## src/rtl/spi_responder_pkg.sv

```systemverilog
// Shared constants and state encoding for the SPI responder.
package spi_responder_pkg;

  localparam int BYTE_BITS = 8;
  localparam int BIT_CNT_W = 3;

  typedef logic [0:0] state_t;
  localparam state_t IDLE   = 1'b0;
  localparam state_t ACTIVE = 1'b1;

endpackage

```

## src/rtl/spi_input_sync.sv

```systemverilog
// Multi-stage synchroniser for an asynchronous pin, with rise/fall strobes
// derived from the synchronised value and its one-cycle-delayed copy.
module spi_input_sync #(
  parameter int   STAGES    = 2,
  parameter logic RESET_VAL = 1'b0
) (
  input  logic clk,
  input  logic reset,
  input  logic async_i,
  output logic sync_o,
  output logic rise_o,
  output logic fall_o
);

  logic [STAGES-1:0] sync_q;
  logic              last_q;

  // NOTE: state is updated with non-blocking assignments so every flop samples
  // the pre-edge value of its neighbour, which is what makes this a shift chain.
  always_ff @(posedge clk) begin
    if (reset) begin
      sync_q <= {STAGES{RESET_VAL}};
      last_q <= RESET_VAL;
    end else begin
      sync_q <= {sync_q[STAGES-2:0], async_i};
      last_q <= sync_q[STAGES-1];
    end
  end

  assign sync_o = sync_q[STAGES-1];
  assign rise_o = sync_q[STAGES-1] & ~last_q;
  assign fall_o = ~sync_q[STAGES-1] & last_q;

endmodule

```

## src/rtl/spi_responder.sv

```systemverilog
// SPI mode-0 target endpoint: oversampled pins, MSB-first byte exchange,
// valid/ready TX holding register and a one-cycle RX strobe.
module spi_responder
  import spi_responder_pkg::*;
#(
  parameter int         sync_stages = 2,
  parameter logic [7:0] idle_fill   = 8'hFF
) (
  input  logic       clk,
  input  logic       reset,
  input  logic       spi_sck,
  input  logic       spi_cs_n,
  input  logic       spi_mosi,
  output logic       spi_miso,
  output logic       spi_miso_oe,
  input  logic [7:0] tx_data,
  input  logic       tx_valid,
  output logic       tx_ready,
  output logic [7:0] rx_data,
  output logic       rx_valid,
  output logic       busy,
  output logic       underrun
);

  logic sck_rise, sck_fall, sck_sync_unused;
  logic cs_sync, cs_fall, cs_rise_unused;
  logic mosi_sync, mosi_rise_unused, mosi_fall_unused;

  spi_input_sync #(.STAGES(sync_stages), .RESET_VAL(1'b0)) u_sck_sync (
    .clk     (clk),
    .reset   (reset),
    .async_i (spi_sck),
    .sync_o  (sck_sync_unused),
    .rise_o  (sck_rise),
    .fall_o  (sck_fall)
  );

  // CS chain resets to "selected": a select held through reset produces no
  // falling edge, so a new frame only starts after CS has been seen high.
  spi_input_sync #(.STAGES(sync_stages), .RESET_VAL(1'b0)) u_cs_sync (
    .clk     (clk),
    .reset   (reset),
    .async_i (spi_cs_n),
    .sync_o  (cs_sync),
    .rise_o  (cs_rise_unused),
    .fall_o  (cs_fall)
  );

  spi_input_sync #(.STAGES(sync_stages), .RESET_VAL(1'b0)) u_mosi_sync (
    .clk     (clk),
    .reset   (reset),
    .async_i (spi_mosi),
    .sync_o  (mosi_sync),
    .rise_o  (mosi_rise_unused),
    .fall_o  (mosi_fall_unused)
  );

  state_t                 state_q, state_d;
  logic [BIT_CNT_W-1:0]   bit_cnt_q, bit_cnt_d;
  logic [BYTE_BITS-1:0]   rx_shift_q, rx_shift_d;
  logic [BYTE_BITS-1:0]   tx_shift_q, tx_shift_d;
  logic [BYTE_BITS-1:0]   hold_q, hold_d;
  logic                   hold_full_q, hold_full_d;
  logic                   reload_q, reload_d;
  logic [BYTE_BITS-1:0]   rx_data_q, rx_data_d;
  logic                   rx_valid_q, rx_valid_d;
  logic                   underrun_q, underrun_d;
  logic                   load;
  logic                   accept;

  assign accept = tx_valid & ~hold_full_q;

  // NOTE: every variable written here gets a default first so no path leaves
  // it unassigned, which would otherwise infer a latch.
  always_comb begin
    state_d     = state_q;
    bit_cnt_d   = bit_cnt_q;
    rx_shift_d  = rx_shift_q;
    tx_shift_d  = tx_shift_q;
    hold_d      = hold_q;
    hold_full_d = hold_full_q;
    reload_d    = reload_q;
    rx_data_d   = rx_data_q;
    rx_valid_d  = 1'b0;
    underrun_d  = 1'b0;
    load        = 1'b0;

    case (state_q)
      IDLE: begin
        if (cs_fall) begin
          state_d   = ACTIVE;
          bit_cnt_d = '0;
          reload_d  = 1'b0;
          load      = 1'b1;
        end
      end
      ACTIVE: begin
        if (cs_sync) begin
          state_d   = IDLE;
          bit_cnt_d = '0;
          reload_d  = 1'b0;
        end else if (sck_rise) begin
          rx_shift_d = {rx_shift_q[BYTE_BITS-2:0], mosi_sync};
          bit_cnt_d  = bit_cnt_q + BIT_CNT_W'(1);
          if (bit_cnt_q == BIT_CNT_W'(BYTE_BITS - 1)) begin
            rx_data_d  = {rx_shift_q[BYTE_BITS-2:0], mosi_sync};
            rx_valid_d = 1'b1;
            reload_d   = 1'b1;
          end
        end else if (sck_fall) begin
          if (reload_q) begin
            load     = 1'b1;
            reload_d = 1'b0;
          end else begin
            tx_shift_d = {tx_shift_q[BYTE_BITS-2:0], 1'b1};
          end
        end
      end
      default: state_d = IDLE;
    endcase

    // The load sees holding as it was before any accept in this same cycle.
    if (load) begin
      if (hold_full_q) begin
        tx_shift_d  = hold_q;
        hold_full_d = 1'b0;
      end else begin
        tx_shift_d = idle_fill;
        underrun_d = 1'b1;
      end
    end

    if (accept) begin
      hold_d      = tx_data;
      hold_full_d = 1'b1;
    end
  end

  always_ff @(posedge clk) begin
    if (reset) begin
      state_q     <= IDLE;
      bit_cnt_q   <= '0;
      rx_shift_q  <= '0;
      tx_shift_q  <= '1;
      hold_q      <= '0;
      hold_full_q <= 1'b0;
      reload_q    <= 1'b0;
      rx_data_q   <= '0;
      rx_valid_q  <= 1'b0;
      underrun_q  <= 1'b0;
    end else begin
      state_q     <= state_d;
      bit_cnt_q   <= bit_cnt_d;
      rx_shift_q  <= rx_shift_d;
      tx_shift_q  <= tx_shift_d;
      hold_q      <= hold_d;
      hold_full_q <= hold_full_d;
      reload_q    <= reload_d;
      rx_data_q   <= rx_data_d;
      rx_valid_q  <= rx_valid_d;
      underrun_q  <= underrun_d;
    end
  end

  assign spi_miso    = tx_shift_q[BYTE_BITS-1];
  assign spi_miso_oe = (state_q == ACTIVE);
  assign busy        = (state_q == ACTIVE);
  assign tx_ready    = ~hold_full_q;
  assign rx_data     = rx_data_q;
  assign rx_valid    = rx_valid_q;
  assign underrun    = underrun_q;

endmodule

```

## config.mk

```make
export PLATFORM = sky130hd
export DESIGN_NAME = spi_responder
export DESIGN_NICKNAME = d
export VERILOG_FILES = /design/src/rtl/spi_responder_pkg.sv /design/src/rtl/spi_input_sync.sv /design/src/rtl/spi_responder.sv
export SDC_FILE = /design/constraint.sdc
export NUM_CORES = 1
export LEC_CHECK = 0
export ABC_AREA = 1
export CAP_MARGIN = 20
export CORE_MARGIN = 2
export CORE_UTILIZATION = 45
export CTS_CLUSTER_DIAMETER = 30
export DETAILED_ROUTE_END_ITERATION = 6
export GPL_TIMING_DRIVEN = 0
export PLACE_DENSITY_LB_ADDON = 0.15
export SYNTH_ARGS = -nofsm -noshare
export SYNTH_HDL_FRONTEND = slang
export SYNTH_HIERARCHICAL = 1
export SYNTH_SLANG_ARGS = --single-unit
```

## constraint.sdc

```tcl
create_clock -name clk -period 3.84 [get_ports clk]
set_input_delay 0.384 -clock clk [delete_from_list [all_inputs] [get_ports clk]]
set_output_delay 0.384 -clock clk [all_outputs]
set_load 0.05 [all_outputs]
```

== Yosys cells after proc, flatten, opt, wreduce, memory -nomap -nowiden ==
Cells that the tools add are included.

* Latch bits: 0
* Input port bits: 14
* Register bits after elaboration: 47
* RAM bits: 0
* Bits in read-only memories: 0
* Memories: 0
* Output and inout bits: 14

* Multiplexer cells: 29
* Order comparisons: 0
* Bitwise logic cells: 11
* Multiply operators: 0
* Equality and inequality tests: 8
* Reductions and logical operators: 10
* $add $sub $neg: 1
* Div/mod/pow operators: 0
* Shift-type cells: 0

{| class="wikitable"
|+ Operators with widths
! cell !! count
|-
| $mux W8 || 7
|-
| $mux W1 || 15
|-
| $mux W3 || 3
|-
| $not A1 Y1 || 7
|-
| $pmux W1 S2 || 3
|-
| $pmux W3 S2 || 1
|-
| $reduce_and A3 Y1 || 2
|-
| $reduce_bool A2 Y1 || 3
|-
| $reduce_and A5 Y1 || 1
|-
| $and A1 B1 Y1 || 4
|-
| $ne A2 B1 Y1 const B || 2
|-
| $ne A2 B2 Y1 const B || 2
|-
| $ne A4 B2 Y1 const B || 1
|-
| $ne A4 B3 Y1 const B || 1
|-
| $reduce_and A4 Y1 || 1
|-
| $reduce_or A4 Y1 || 1
|-
| $add A3 B1 Y3 const B || 1
|-
| $eq A3 B3 Y1 const B || 1
|-
| $ne A3 B2 Y1 const B || 1
|-
| $reduce_and A2 Y1 || 1
|-
| $reduce_or A2 Y1 || 1
|}

== Longest topological paths before layout ==
Gate-level depths: netlist of run 1.

* Word-level depth: 8
* Gate-level depth with buffers: 10
* Depth with buffers taken out: 10

== By module ==
Netlist of run 1, hierarchy kept.

{| class="wikitable"
|+ By module, submodules not included
! module !! cells each !! sequential area each (um^2) !! area an instance (um^2) !! times used
|-
| spi_responder || 215 || 780.7 || 1630.3 || 1
|-
| spi_input_sync || 12 || 60.1 || 93.8 || 3
|}

== Least setup slack after synthesis of run 1 ==
Ideal clock, no wire load.

* Path kind: register to register
* Start: reg state_q, in the netlist busy
* End: reg rx_data_q[1], in the netlist rx_data[1]
* Arrival: 1.355 ns
* Path slack: 2.368 ns
* Stages on the path, launching flop included: 8
* Buffers on the path: 0
* Path through: dfxtp_1 nand2_4 nor2_4 inv_2 nor2_8 inv_2 nand3_1 o21ai_2

* Word-level cells in the longest chain between the ends: 1

{| class="wikitable"
|+ Ends and longest elaborated chain
! item !! line !! text
|-
| start: declaration || spi_responder.sv:58 || <nowiki>state_t state_q, state_d;</nowiki>
|-
| start signal: assignment || spi_responder.sv:152 || <nowiki>state_q <= state_d;</nowiki>
|-
| $reduce_and A4 Y1 (no source line) || n/a ||
|-
| end signal: assignment || spi_responder.sv:159 || <nowiki>rx_data_q <= rx_data_d;</nowiki>
|-
| end: declaration || spi_responder.sv:65 || <nowiki>logic [BYTE_BITS-1:0] rx_data_q, rx_data_d;</nowiki>
|}

Every way passes these cells.
A chain may end at the register's enable or synchronous reset.

== Worst setup path after layout of run 1 ==
* Start: reg state_q, in the netlist busy
* End: out spi_miso_oe

{| class="wikitable"
|+ RTL lines
! item !! line !! text
|-
| end: declaration || spi_responder.sv:15 || <nowiki>output logic spi_miso_oe,</nowiki>
|}

No word-level cell between the ends.

==> out/summary.md, run 1 <==
The run finished with clean final reports. Dividing the detail-routed via count by the number of cells gives 4.69. The buffer depth of the longest clock path was 2. The run gives 0 as the final hold violation count. The slowest stage cell on the critical path is clkdlybuf4s50_1.

The placed instances occupy a cell area of 2200 µm². The total number of yosys warnings came out at 6. The total track usage is 16.7%, and the number of antenna repair diodes is 0. The tools report the number of nets with antenna violations after detailed routing as 0. In this run switching power makes up 22.6% of total power. Setup total negative slack on the finished layout was measured at 0 ns.

The wire length per cell after detailed routing was 10.8 µm. From synthesis to final layout, the design area changed by 23.8%. Summed over all nets, the switching power comes to 0.000211 W. The pre-antenna-repair detailed-routing pass consisted of 4 iterations.

Entering global routing, the biggest net connects 16 pins. After detailed routing, the number of remaining DRC violations is 0. Data arrives at the worst endpoint at 1.66 ns. The area occupied by registers is 941 µm², and the number of cells upsized or downsized after cts is 0.

Category of the worst setup path launch point: a flip-flop. The wire length of the first global-routing pass came out at 5730 µm. The critical setup path kind is reg -> out. For this run the aggregate overflow at the end of global routing stands at 0. Area of the die: 4690 µm².

Of all nets on the critical path, the largest fanout is 5. The part of the power in combinational logic was 7.4%; the die extent in x was 68.5 µm. Setup repair after global routing left no endpoint under its margin. For the number of non-filler instances in the completed layout, the log shows 329.

TritonCTS built the clock tree. The via count of the first global-routing pass came out at 1341. After the last flow step, the layout net total stands at 294. The worst setup path is captured at an output pin. The post-placement cell count was 321; the delay contributed by the slowest stage of the critical path was 0.78 ns. The sum of buffers and inverters on the critical path is 2, and the clock-pin slew on the worst setup and hold paths is 0.08 ns. The logs give 54.2% for the sequential power share and 5 for the number of clock buffers inserted by TritonCTS. For this design, the sink count on the clock tree is 47.

Summed over all cells, the static leakage comes to 1.06 nW. The summed instance area of the synthesized netlist came out at 1870 µm². Data on the critical path is required at its endpoint by 3.46 ns. The max-slew violation count was 0; the critical path depth was 2.

The final RePlAce weighted congestion was 0.802. Dividing total power by cell area gives a power density of 404 nW/µm². Measured against its own limit, the worst slew margin works out to 64.5%. The total via count after detailed routing came out at 1542.

The peak ir drop on the vdd network is 0.252 mV. Of the cells placed in the final design, the portion with a size suffix greater than 1 is 11.1%. The number of nets handed over by synthesis was 260. The initial antenna violation count came out at 0.

Between clock sinks in the finished design, the worst skew comes to 0.00844 ns. The leading cell type in the layout, fill and taps excluded is nand2_1. In this run, the number of DRC markers left after iteration 0 of detailed routing was 108.

The number of post-CTS setup repair buffers is 0, and the relative contribution of the clock network to total power is 38.4%. After floorplanning, the core was sized to cover 4000 µm². The floorplan has 23 rows. The run gives 2430 µm as the HPWL reported at the end of detailed placement.

Setup violations remaining at the end of the flow were counted as 0. The initial utilization of the core area, before any placement, comes to 46.7%. The hold buffer count at CTS came out at 0. The tightest min-delay check is of the reg -> reg type. The transition time at the pin with the least slew margin works out to 0.531 ns. The signal on the critical path passes through buf_4, clkdlybuf4s50_1. The combined area of the multi-input logic cells was 764 µm². The final critical delay including setup and external delays works out to 2.04 ns. The run gives 489 MHz as the maximum frequency from static timing analysis.

The per-instance average area after synthesis is 7.66 µm², and the total wirelength of the detailed-routed design is 3550 µm. Counting instances, the worst hold path has a depth of 2. The cell family contributing the most delay on the critical path is buffers and inverters. The worst path uses 53.2% of the clock period. The post-layout total power is 0.000935 W, and the final non-filler cell area is 2310 µm².

The clock tree synthesis step divided the H-tree into 2 levels. Cells fill 57.9% of the core in the end. At the later pin of the worst-skew pair, clock insertion delay measures 0.30 ns. For the number of fillers in the final layout, the log shows 389. Across the run, the number of max-cap violations was 0. The library cell used as clock root buffer is clkbuf_8. Synthesis produced 244 cells.

In the layout the commonest cells are nand2_1 (56), dfxtp_1 (47), inv_1 (29), nor2_1 (29), clkdlybuf4s50_1 (27). Port buffering added 27 buffers. For the worst flop-to-flop path, the logic depth is 9.

The logs give 0.000724 W for the design internal power and 28 for the top-level port count. The die extent in y is 68.5 µm.
==> worst register-to-register path: stages (launching register included) <==
cell and delay, ns:
dfxtp_1 0.34, inv_1 0.05, nor2_1 0.22, inv_2 0.10, nor2_4 0.17, inv_2 0.11
nor2_8 0.13, inv_2 0.09, nor2_1 0.10, nor2_1 0.05
==> per-layer routing <==
layer  track usage, %  vias up  share of wire (%)
met4             6.75        0                1.7
met5                0        -                  0
met1             19.7      688                 49
met3             5.26        7                3.7
met2             27.9       19                 46
li1                 -      828                  -
==> area by class of cell <==
class,count,area share [%]
Sequential cell,47,40.6
Clock inverter,3,1.89
Tap cell,50,2.70
Timing Repair Buffer,27,11.7
Inverter,33,5.46
Clock buffer,5,2.97
Multi-Input combinational cell,158,33.0
Buffer,6,1.62
==> power by group through the flow <==
stage	Clock [W]	Combinational [W]	Sequential, W
after floorplan	0	0.0000419	0.000518
after global placement	0	0.0000694	0.000518
after detailed placement	0	0.0000700	0.000518
after CTS	0.000372	0.0000704	0.000507
after global routing	0.000389	0.0000788	0.000509
final	0.000359	0.0000696	0.000507
==> per-stage QoR <==
| step | hold WS (ns) | setup slack [ns] |
|---|---|---|
| finish | 0.405 | 1.80 |
| global route | 0.417 | 1.73 |
| CTS | 0.408 | 1.78 |
| detailed placement | 0.396 | 1.84 |
| global placement | 0.389 | 1.84 |
| floorplan | 0.388 | 2.37 |
==> final timing paths <==
| path | slack [ns] | from | endpoint |
|---|---|---|---|
| setup / recovery | 1.80 | busy | spi_miso_oe |
| hold / removal | 0.40 | u_cs_sync/sync_q[0] | u_cs_sync/sync_q[1] |
| setup reg to reg | 2.39 | u_sck_sync/sync_q[1] | rx_data[0] |
| hold reg to reg | 0.40 | u_cs_sync/sync_q[0] | u_cs_sync/sync_q[1] |
==> flip-flops by register name (all words and copies together) (netlist names) <==
signal	count
underrun	1
rx_data	8
rx_valid	1
u_sck_sync/sync_q	2
hold_full_q	1
u_cs_sync/last_q	1
hold_q	8
bit_cnt_q	3
rx_shift_q	7
u_sck_sync/last_q	1
u_cs_sync/sync_q	2
busy	1
tx_shift_q	8
u_mosi_sync/sync_q	2
reload_q	1
Power figures use the tool's default switching activity.
==> inputs of run 2 (changes only) <==
Clock period 3.84 ns to 2.1 ns, I/O delays scaled along.
==> results of run 2 <==
The final DEF is identical to that of run 1. Status: completed.
Main changes from that run: setup slack after placement 1.84 ns -> 0.273 ns; setup slack after layout 1.80 ns -> 0.230 ns; register-to-register setup slack 2.39 ns -> 0.65 ns; total power 0.000935 W -> 0.00171 W; worst IR drop on VDD 0.252 mV -> 0.461 mV
==> inputs of run 3 (changes only) <==
Settings changed: CTS_CLUSTER_SIZE from default to 30.
==> results of run 3 <==
The final DEF is identical to that of run 1. Status: completed.
Main changes from that run: setup slack after placement 1.84 ns -> 0.273 ns; setup slack after layout 1.80 ns -> 0.230 ns; register-to-register setup slack 2.39 ns -> 0.65 ns; total power 0.000935 W -> 0.00171 W; worst IR drop on VDD 0.252 mV -> 0.461 mV
